--- config.mk ---
export PLATFORM = sky130hd
export DESIGN_NAME = sram_arb2
export DESIGN_NICKNAME = d
export VERILOG_FILES = /design/src/rtl/sram_arb_pkg.sv /design/src/rtl/sram_arb_pick.sv /design/src/rtl/sram_arb2.sv
export SDC_FILE = /design/constraint.sdc
export NUM_CORES = 1
export LEC_CHECK = 0
export CORE_UTILIZATION = 41
export CTS_BUF_LIST = sky130_fd_sc_hd__clkbuf_16
export DETAILED_ROUTE_END_ITERATION = 8
export GPL_TIMING_DRIVEN = 0
export PLACE_DENSITY = 0.78
export SYNTH_ARGS = -nofsm -noshare
export SYNTH_HDL_FRONTEND = slang
export SYNTH_SLANG_ARGS = --single-unit
--- constraint.sdc ---
create_clock -name clk -period 2.2 [get_ports clk]
set_clock_uncertainty 0.1 [all_clocks]
set_input_delay 0.33 -clock clk [delete_from_list [all_inputs] [get_ports clk]]
set_output_delay 0.33 -clock clk [all_outputs]
set_load 0.005 [all_outputs]
--- src/rtl/sram_arb_pkg.sv ---
// Shared types and helpers for the two-port SRAM arbiter.
// Optional build macro used by the arbiter: SRAM_ARB_RR_EN (round-robin IDLE tie-break).
package sram_arb_pkg;

    localparam int unsigned BEN_W  = 4;
    localparam int unsigned LANE_W = 8;
    localparam int unsigned HOLD_W = 4;
    localparam int unsigned MASK_W = BEN_W * LANE_W;

    typedef enum logic [1:0] {
        IDLE = 2'd0,
        OWN0 = 2'd1,
        OWN1 = 2'd2
    } arb_state_e;

    // Byte-enable patterns the SRAM wrapper accepts: single byte, aligned half, full word
    function automatic logic ben_legal(input logic [BEN_W-1:0] ben);
        logic ok;
        case (ben)
            4'b0001, 4'b0010, 4'b0100, 4'b1000,
            4'b0011, 4'b1100, 4'b1111: ok = 1'b1;
            default:                   ok = 1'b0;
        endcase
        return ok;
    endfunction

    // Expand byte enables to a bit mask over the data word
    function automatic logic [MASK_W-1:0] ben_to_mask(input logic [BEN_W-1:0] ben);
        logic [MASK_W-1:0] mask;
        for (int unsigned i = 0; i < BEN_W; i++) begin
            mask[i*LANE_W +: LANE_W] = {LANE_W{ben[i]}};
        end
        return mask;
    endfunction

endpackage

--- src/rtl/sram_arb_pick.sv ---
// Combinational winner selection for the two-port SRAM arbiter.
// Macro SRAM_ARB_RR_EN: when defined, an IDLE tie goes to the port that was not last owner.
module sram_arb_pick
    import sram_arb_pkg::*;
#(
    parameter int unsigned MAX_HOLD = 4
) (
    input  logic [1:0]        i_req,
    input  arb_state_e        i_state,
    input  logic [HOLD_W-1:0] i_hold_cnt,
    input  logic              i_last_owner,
    output logic              o_valid,
    output logic              o_sel
);

    logic w_idle_pick;
    logic w_hold_ok;

`ifdef SRAM_ARB_RR_EN
    assign w_idle_pick = ~i_last_owner;
`else
    logic w_unused_last_owner;
    assign w_unused_last_owner = i_last_owner;
    assign w_idle_pick = 1'b0;
`endif

    assign w_hold_ok = (i_hold_cnt < HOLD_W'(MAX_HOLD));

    // Pick a winner: lone requester wins, ties resolved by state and hold budget
    always_comb begin
        o_valid = |i_req;
        o_sel   = 1'b0;
        if (i_req == 2'b10) begin
            o_sel = 1'b1;
        end else if (i_req == 2'b11) begin
            case (i_state)
                OWN0:    o_sel = w_hold_ok ? 1'b0 : 1'b1;
                OWN1:    o_sel = w_hold_ok ? 1'b1 : 1'b0;
                default: o_sel = w_idle_pick;
            endcase
        end
    end

endmodule

--- src/rtl/sram_arb2.sv ---
// Two-requester arbiter in front of a byte-enabled SRAM with 1-cycle read latency.
// Port 0 is the CPU data side, port 1 the DMA/debug side.
// Macro SRAM_ARB_RR_EN selects round-robin instead of fixed priority for IDLE ties.
module sram_arb2
    import sram_arb_pkg::*;
#(
    parameter int unsigned AW       = 10,
    parameter int unsigned DW       = 32,
    parameter int unsigned MAX_HOLD = 4
) (
    input  logic             clk,
    input  logic             rst,
    input  logic             m0_req,
    input  logic             m0_wr,
    input  logic [AW-1:0]    m0_addr,
    input  logic [DW-1:0]    m0_wdata,
    input  logic [BEN_W-1:0] m0_ben,
    output logic             m0_gnt,
    output logic             m0_err,
    output logic             m0_rvalid,
    output logic [DW-1:0]    m0_rdata,
    input  logic             m1_req,
    input  logic             m1_wr,
    input  logic [AW-1:0]    m1_addr,
    input  logic [DW-1:0]    m1_wdata,
    input  logic [BEN_W-1:0] m1_ben,
    output logic             m1_gnt,
    output logic             m1_err,
    output logic             m1_rvalid,
    output logic [DW-1:0]    m1_rdata,
    output logic [AW-1:0]    ram_addr,
    output logic [DW-1:0]    ram_din,
    output logic [BEN_W-1:0] ram_ben,
    output logic             ram_wren,
    input  logic [DW-1:0]    ram_dout
);

    logic [1:0]        w_req;
    logic              w_valid;
    logic              w_sel;
    logic              w_wr;
    logic              w_legal;
    logic              w_same_owner;
    logic [AW-1:0]     w_addr;
    logic [DW-1:0]     w_wdata;
    logic [BEN_W-1:0]  w_ben;
    logic [DW-1:0]     w_rd_data;

    arb_state_e        r_state;
    logic [HOLD_W-1:0] r_hold_cnt;
    logic              r_last_owner;
    logic [AW-1:0]     r_ram_addr;
    logic              r_rv0, r_rv1;
    logic              r_err0, r_err1;
    logic [DW-1:0]     r_rd_mask;
    logic [DW-1:0]     r_rdata0, r_rdata1;

    // No access is issued while reset is asserted
    assign w_req = {m1_req, m0_req} & {2{~rst}};

    sram_arb_pick #(
        .MAX_HOLD (MAX_HOLD)
    ) u_pick (
        .i_req        (w_req),
        .i_state      (r_state),
        .i_hold_cnt   (r_hold_cnt),
        .i_last_owner (r_last_owner),
        .o_valid      (w_valid),
        .o_sel        (w_sel)
    );

    // Steer the winning port's request onto the shared path
    always_comb begin
        w_wr    = m0_wr;
        w_addr  = m0_addr;
        w_wdata = m0_wdata;
        w_ben   = m0_ben;
        if (w_sel) begin
            w_wr    = m1_wr;
            w_addr  = m1_addr;
            w_wdata = m1_wdata;
            w_ben   = m1_ben;
        end
    end

    assign w_legal      = ben_legal(w_ben);
    assign w_same_owner = w_sel ? (r_state == OWN1) : (r_state == OWN0);
    assign w_rd_data    = ram_dout & r_rd_mask;

    assign m0_gnt   = w_valid & ~w_sel;
    assign m1_gnt   = w_valid &  w_sel;
    assign ram_addr = w_valid ? w_addr : r_ram_addr;
    assign ram_din  = w_valid ? w_wdata : '0;
    assign ram_ben  = (w_valid & w_legal) ? w_ben : '0;
    assign ram_wren = w_valid & w_legal & w_wr;

    // Arbitration state, hold budget and one-deep response pipeline
    always_ff @(posedge clk) begin
        if (rst) begin
            r_state      <= IDLE;
            r_hold_cnt   <= '0;
            r_last_owner <= 1'b1;
            r_ram_addr   <= '0;
            r_rv0        <= 1'b0;
            r_rv1        <= 1'b0;
            r_err0       <= 1'b0;
            r_err1       <= 1'b0;
            r_rd_mask    <= '0;
            r_rdata0     <= '0;
            r_rdata1     <= '0;
        end else begin
            if (w_valid) begin
                r_state      <= w_sel ? OWN1 : OWN0;
                r_last_owner <= w_sel;
                r_ram_addr   <= w_addr;
                if (!w_same_owner) begin
                    r_hold_cnt <= HOLD_W'(1);
                end else if (r_hold_cnt < HOLD_W'(MAX_HOLD)) begin
                    r_hold_cnt <= r_hold_cnt + HOLD_W'(1);
                end
            end else begin
                r_state    <= IDLE;
                r_hold_cnt <= '0;
            end
            r_rv0     <= m0_gnt & w_legal & ~w_wr;
            r_rv1     <= m1_gnt & w_legal & ~w_wr;
            r_err0    <= m0_gnt & ~w_legal;
            r_err1    <= m1_gnt & ~w_legal;
            r_rd_mask <= DW'(ben_to_mask(w_ben));
            if (r_rv0) r_rdata0 <= w_rd_data;
            if (r_rv1) r_rdata1 <= w_rd_data;
        end
    end

    // Read data comes straight from the SRAM output register on the valid cycle, then holds;
    // reset drops any in-flight response immediately
    assign m0_rvalid = r_rv0 & ~rst;
    assign m1_rvalid = r_rv1 & ~rst;
    assign m0_err    = r_err0 & ~rst;
    assign m1_err    = r_err1 & ~rst;
    assign m0_rdata  = m0_rvalid ? w_rd_data : r_rdata0;
    assign m1_rdata  = m1_rvalid ? w_rd_data : r_rdata1;

endmodule

==> results of run 1 <==
layer usage:
metal | routed length, µm | global-route usage
met5 | 0 | 0
met4 | 484 | 0.101
met3 | 1400 | 0.0569
met2 | 10000 | 0.539
met1 | 7590 | 0.346
per-stage QoR:
step / total power, µW / hold WS [ns] / utilization / worst slack (ns) / setup TNS (ns)
6_report: 4310 / 0.304 / 0.727 / -0.471 / -15.04
5_1_grt: 4470 / 0.355 / 0.727 / -0.506 / -18.17
4_1_cts: 4250 / 0.291 / 0.709 / -0.424 / -15.42
3_5_place_dp: 2580 / 0.361 / 0.643 / -1.16 / -102.14
3_3_place_gp: 2580 / 0.359 / 0.643 / -1.12 / -101.60
2_1_floorplan: 2040 / 0.309 / - / 0.180 / 0
cell type report:
type | instances | area, µm²
inverter | 5 | 18.8
clock buffer | 9 | 225
timing repair buffer | 281 | 2540
sequential | 88 | 1770
fill | 956 | 3290
buffer | 66 | 533
clock inverter | 7 | 87.6
tap | 168 | 210
multi-input combinational | 572 | 3380
sequential cells by signal, indices dropped and copies added, names as in the netlist:
register	cells
r_rdata0	32
r_rd_mask	4
r_err1	1
r_hold_cnt	4
r_err0	1
r_rv1	1
r_rv0	1
r_state	2
r_ram_addr	10
r_rdata1	32
placed cells by master, fill, tap and decap left out, types with 24 or more instances in the layout:
cell,Yosys,final
sky130_fd_sc_hd__clkdlybuf4s50_1,0,136
sky130_fd_sc_hd__nand2_1,131,128
sky130_fd_sc_hd__nand3_1,106,82
sky130_fd_sc_hd__dfxtp_1,88,82
sky130_fd_sc_hd__a21oi_1,77,73
sky130_fd_sc_hd__nand2b_1,65,65
sky130_fd_sc_hd__o21ai_0,105,53
sky130_fd_sc_hd__dlygate4sd2_1,0,50
sky130_fd_sc_hd__buf_2,7,42
sky130_fd_sc_hd__o21ai_2,0,28
sky130_fd_sc_hd__o21ai_1,0,24
power groups by stage:
| stage | registers [µW] | logic [µW] | clock network (µW) |
|---|---|---|---|
| final | 1660 | 1020 | 1620 |
| after global routing | 1660 | 1100 | 1710 |
| after CTS | 1660 | 970 | 1620 |
| after detailed placement | 1690 | 892 | 0 |
| after global placement | 1690 | 891 | 0 |
| after floorplan | 1680 | 356 | 0 |
what timing repair did:
action / 4_1_cts / 5_1_grt
buffers inserted: 25 / 8
pin swaps: 26 / 15
endpoints found under the hold margin: 0 / 0
cloned: 6 / 0
setup endpoints to repair: 117 / 74
gates resized for setup: 438 / 70
cell families after synthesis:
| family | count (synthesis) |
|---|---|
| AO/OA/AOI/OAI | 218 |
| XOR/XNOR | 1 |
| buffers and inverters | 73 |
| AND/OR/NAND/NOR | 350 |
| adder cells (fa/ha/maj) | 1 |
| multiplexers | 2 |
| flip-flops | 88 |
worst register-to-register path: stages (launching register included):
cell and delay [ns]:
sky130_fd_sc_hd__dfxtp_2 0.34, sky130_fd_sc_hd__or4b_4 0.56, sky130_fd_sc_hd__o211ai_4 0.14, sky130_fd_sc_hd__buf_6 0.16, sky130_fd_sc_hd__buf_6 0.11, sky130_fd_sc_hd__buf_4 0.13, sky130_fd_sc_hd__a31oi_1 0.18, sky130_fd_sc_hd__o21a_1 0.23
worst min path at each step:
stage                            start       endpoint  slack [ns]  cells past startpoint
after floorplan                  m0_wr          r_rv0        0.31                      1
after global placement     r_rdata0[1]    r_rdata0[1]        0.36                      2
after detailed placement  r_rdata0[14]   r_rdata0[14]        0.36                      2
after CTS                    m1_ben[3]  r_rd_mask[24]        0.29                      3
after global routing         m1_ben[3]  r_rd_mask[24]        0.35                      3
final                        m1_ben[3]  r_rd_mask[24]        0.30                      3
==> metrics.txt, run 1 <==
P_int=3160 µW; # DRC=0; post-synthesis cell type with the largest combined area=sky130_fd_sc_hd__dfxtp_1; clock insertion delay at the later pin of the skew report=0.34 ns; antenna violations before repair=0; Worst path most repeated cell=sky130_fd_sc_hd__buf_6; mux contribution to synthesized area=0.00418; vias in the first global route=6274; clock network fraction of total power=0.377; drt via density=5.40; slew at the pin with the worst max-slew slack=0.561 ns; Synth Area in Compound Gates=0.244; category of the worst setup path launch point=register; Antenna Diode Count=0; Setup crit end=ram_wren; post-DR wirelength/cell=16.3 µm; top cells by area in the synthesized netlist=sky130_fd_sc_hd__dfxtp_1 (35%), sky130_fd_sc_hd__nand3_1 (10%), sky130_fd_sc_hd__o21ai_0 (10%), sky130_fd_sc_hd__nand2_1 (9.7%), sky130_fd_sc_hd__nand2b_1 (8.0%); clock sinks=88; clock tree from TritonCTS=done; most numerous cell in the Yosys netlist=sky130_fd_sc_hd__nand2_1; number of cells on the critical path=7; switching part of the total power=0.266; overall routing resource usage=0.296; Slew Limit Headroom=0.626; max_cap viols=0; count of buffers inserted at the top-level ports=245; Tcrit/Tclk final=1.21; top-area cell type share of the netlist area=0.346; required time at the endpoint of the critical path=1.77 ns; power density over the cells=491 mW/mm²; Synth Area in XOR/XNOR=0.00172; clock tree buffer depth=2; Final GP Congestion=0.874; maximum number of pins on one net before global-route repair=15; share of synthesized area occupied by flip-flops and latches=0.346; remaining antenna violation count=0; aggregate routed wire length=19500 µm; global-route wire length before repair=30600 µm; clock transition at the registers of the reported paths=0.06 ns; most instantiated cells after synthesis=sky130_fd_sc_hd__nand2_1 (131), sky130_fd_sc_hd__nand3_1 (106), sky130_fd_sc_hd__o21ai_0 (105); setup-violating endpoint count in the final report=48; post-synthesis instance area=0.00509 mm²; final net count=1154; number of enable flip-flop cells after synthesis=0; Reg2Reg Capture Point=r_hold_cnt[0]; half-perimeter wire length of the detailed placement result=13700 µm; number of clock buffers inserted by TritonCTS=9; cell-by-cell trace of the critical path=or4b_4 > o211ai_4 > buf_6 > buf_6 > nand3_4 > a2111oi_4 > buf_2; fraction of layout instances using a drive strength above 1=0.218; CP max stage delay=0.56 ns; number of max-slew violations in the final report=0; worst reg2reg setup slack=0.15 ns; area of the die=0.0129 mm²; count of buffering cells on the critical path with inverters included=3; Post-Synth Simple-Gate Area=0.341; Reg2Reg Depth=7; post-synthesis register bit count=88; starting density of the core=0.422; start point of the critical path=r_hold_cnt[2]; CTS root buffer=sky130_fd_sc_hd__clkbuf_16; reg2reg start=r_hold_cnt[2]; leakage component of the power=0.00362 µW; Yosys warning count=0; synthesized area per cell=6.95 µm²; CP top delay family=simple AND/OR/NAND/NOR gates; f_max=0.374 GHz; final worst path period need=2.67 ns; Boundary Pins=247; final instance area=0.00877 mm²; critical path endpoint category=output port; Pre-antenna DRT Iters=5; IR drop worst, VDD=0.000311 V; largest family of logic cells by synthesized area=simple AND/OR/NAND/NOR gates; via count=6462; number of levels the H-tree was split into=3; sum of overflow across all layers after global routing=0; combinational cell fraction of total power=0.238; slowest library cell on the worst path=sky130_fd_sc_hd__or4b_4; violated checks=setup timing; number of hold buffers added after CTS=0; category of the critical setup timing path=reg2out; Syn Inst Count=733; die span in y=113 µm; total placed instance area=0.00775 mm²; crit path max fanout=4; number of placed cells counting well taps=1146; leading register cell type out of synthesis=sky130_fd_sc_hd__dfxtp_1; number of failing hold endpoints at the final stage=0; part of the power in registers=0.385; final cell count without fillers=1196; RSZ-0062 raised after global routing=yes; share of synthesized cell area in full adder, half adder and majority cells=0.00246; number of standard-cell rows in the floorplan=40; Net Count, Synth=864; area inside the core boundary=0.0121 mm²; class of the tightest hold or removal check=in2reg; run status=finished with violations; setup slack of the critical path after layout=-0.471 ns; async set or reset register ratio after synthesis=0; post-synthesis to final-layout area growth=72.3%; Netlist cell types=42; Iter 0 DRT Violations=470; Crit path arrival time=2.24 ns; Die Wd=113 µm; net switching power=1140 µW
Power figures use the tool's default switching activity.
==> inputs of run 2 (changes only) <==
- SETUP_SLACK_MARGIN: unset -> 0.15
- SLEW_MARGIN: unset -> 20
==> run 2 against run 1 <==
Combinational power about the same. The flow still finishes with violations (setup timing). Largest cell class unchanged. Largest power group unchanged. Register-to-register slack hardly changed. Power rose by 0.65%.
==> metrics.txt, run 2 (synthesis results as in run 1) <==
run status=finished with violations; violated checks=setup timing; CTS root buffer=sky130_fd_sc_hd__clkbuf_16; required time at the endpoint of the critical path=1.77 ns; die span in y=113 µm; starting density of the core=0.422; Die Wd=113 µm; clock insertion delay at the later pin of the skew report=0.34 ns; Final GP Congestion=0.874; area inside the core boundary=0.0121 mm²; number of clock buffers inserted by TritonCTS=9; Final TNS setup=-16.13 ns; category of the worst setup path launch point=register; antenna violations before repair=0; number of standard-cell rows in the floorplan=40; final worst path period need=2.67 ns; setup-violating endpoint count in the final report=48; max_cap viols=0; remaining antenna violation count=0; global-route wire length before repair=30800 µm; sum of overflow across all layers after global routing=0; Antenna Diode Count=0; vias in the first global route=6298; Iter 0 DRT Violations=446; leakage component of the power=0.00357 µW; overall routing resource usage=0.299; slew at the pin with the worst max-slew slack=0.598 ns; number of failing hold endpoints at the final stage=0; category of the critical setup timing path=reg2out; post-synthesis to final-layout area growth=73.9%; area of the die=0.0129 mm²; f_max=0.374 GHz; most common cell after layout, fill and taps aside=sky130_fd_sc_hd__nand2_1; final instance area=0.00886 mm²; Boundary Pins=247; # DRC=0; highest-count cells in the layout ignoring fill and taps=sky130_fd_sc_hd__nand2_1 (130), sky130_fd_sc_hd__clkdlybuf4s50_1 (129), sky130_fd_sc_hd__nand3_1 (82), sky130_fd_sc_hd__dfxtp_1 (81), sky130_fd_sc_hd__a21oi_1 (71); setup slack of the critical path after layout=-0.472 ns; via count=6526; RSZ-0062 raised after global routing=yes; half-perimeter wire length of the detailed placement result=13700 µm; maximum number of pins on one net before global-route repair=15; Core Util, Final=0.734; Tcrit/Tclk final=1.21; aggregate routed wire length=19600 µm; post-DR wirelength/cell=16.3 µm; power density over the cells=489 mW/mm²; Slew Limit Headroom=0.601; final net count=1160; Largest regs=r_rdata0: 32 flops, r_rdata1: 32 flops, r_ram_addr: 10 flops; critical path endpoint category=output port; class of the tightest hold or removal check=in2reg; clock transition at the registers of the reported paths=0.06 ns; IR drop worst, VDD=0.000323 V; clock tree from TritonCTS=done; number of max-slew violations in the final report=0; clock sinks=88; fraction of layout instances using a drive strength above 1=0.226; crit path max fanout=4; Crit path arrival time=2.24 ns; count of buffers inserted at the top-level ports=245; total placed instance area=0.00775 mm²; drt via density=5.43; number of levels the H-tree was split into=3; number of hold buffers added after CTS=0; clock tree buffer depth=2; Pre-antenna DRT Iters=5
## run 2: final timing paths
path                                  start       endpoint  slack, ns  cells after the start
worst min register to register  r_rdata1[2]    r_rdata1[2]       0.37                      2
worst min-delay path              m1_ben[3]  r_rd_mask[24]       0.28                      3
worst max-delay path             r_state[0]       ram_wren      -0.47                      7
worst max register to register   r_state[0]  r_ram_addr[4]       0.14                      7
## run 2: report_power, final
group / switching, µW / internal [µW]
registers: 23.7 / 1640
logic: 487 / 564
clock network: 637 / 985
total: 1150 / 3190
## run 2: what timing repair did
action | 4_1_cts | 5_1_grt
gates cloned | 6 | 1
pin swaps | 25 | 25
resized for setup | 478 | 53
setup buffers | 26 | 7
setup endpoints to repair | 121 | 125
## run 2: routing by layer
layer / wire length (µm) / up-vias / global-route usage
met2: 10000 / 285 / 0.547
met5: 0 / - / 0
li1: - / 3160 / -
met1: 7790 / 3051 / 0.351
met4: 463 / 0 / 0.0982
met3: 1280 / 30 / 0.0542
## run 2: final cells by class
| type | instances | area (µm²) |
|---|---|---|
| buffer | 68 | 588 |
| clock buffer | 9 | 225 |
| clock inverter | 7 | 87.6 |
| fill | 952 | 3200 |
| inverter | 5 | 18.8 |
| multi-input combinational | 572 | 3380 |
| sequential | 88 | 1770 |
| tap | 168 | 210 |
| timing repair buffer | 285 | 2580 |
## run 2: critical path: stages, from the launching register on
cell,delay [ns]
sky130_fd_sc_hd__dfxtp_2,0.32
sky130_fd_sc_hd__or4b_4,0.58
sky130_fd_sc_hd__o211ai_4,0.14
sky130_fd_sc_hd__buf_6,0.16
sky130_fd_sc_hd__buf_6,0.11
sky130_fd_sc_hd__nand3_4,0.08
sky130_fd_sc_hd__a2111oi_4,0.30
sky130_fd_sc_hd__buf_2,0.20
## run 2: metrics by stage
step / hold WS [ns] / setup WS, ns / cells / total power [µW]
6_report: 0.282 / -0.472 / 1202 / 4330
5_1_grt: 0.323 / -0.509 / 1202 / 4500
4_1_cts: 0.291 / -0.424 / 1194 / 4260
3_5_place_dp: 0.361 / -1.16 / 1146 / 2580
3_3_place_gp: 0.359 / -1.12 / 1146 / 2580
2_1_floorplan: 0.309 / 0.180 / 733 / 2040
==> inputs of run 3 (changes only) <==
- CAP_MARGIN: unset -> 10
- CTS_CLUSTER_SIZE: unset -> 8
==> results of run 3 <==
The final DEF is identical to that of run 2; final timing and power are the same.
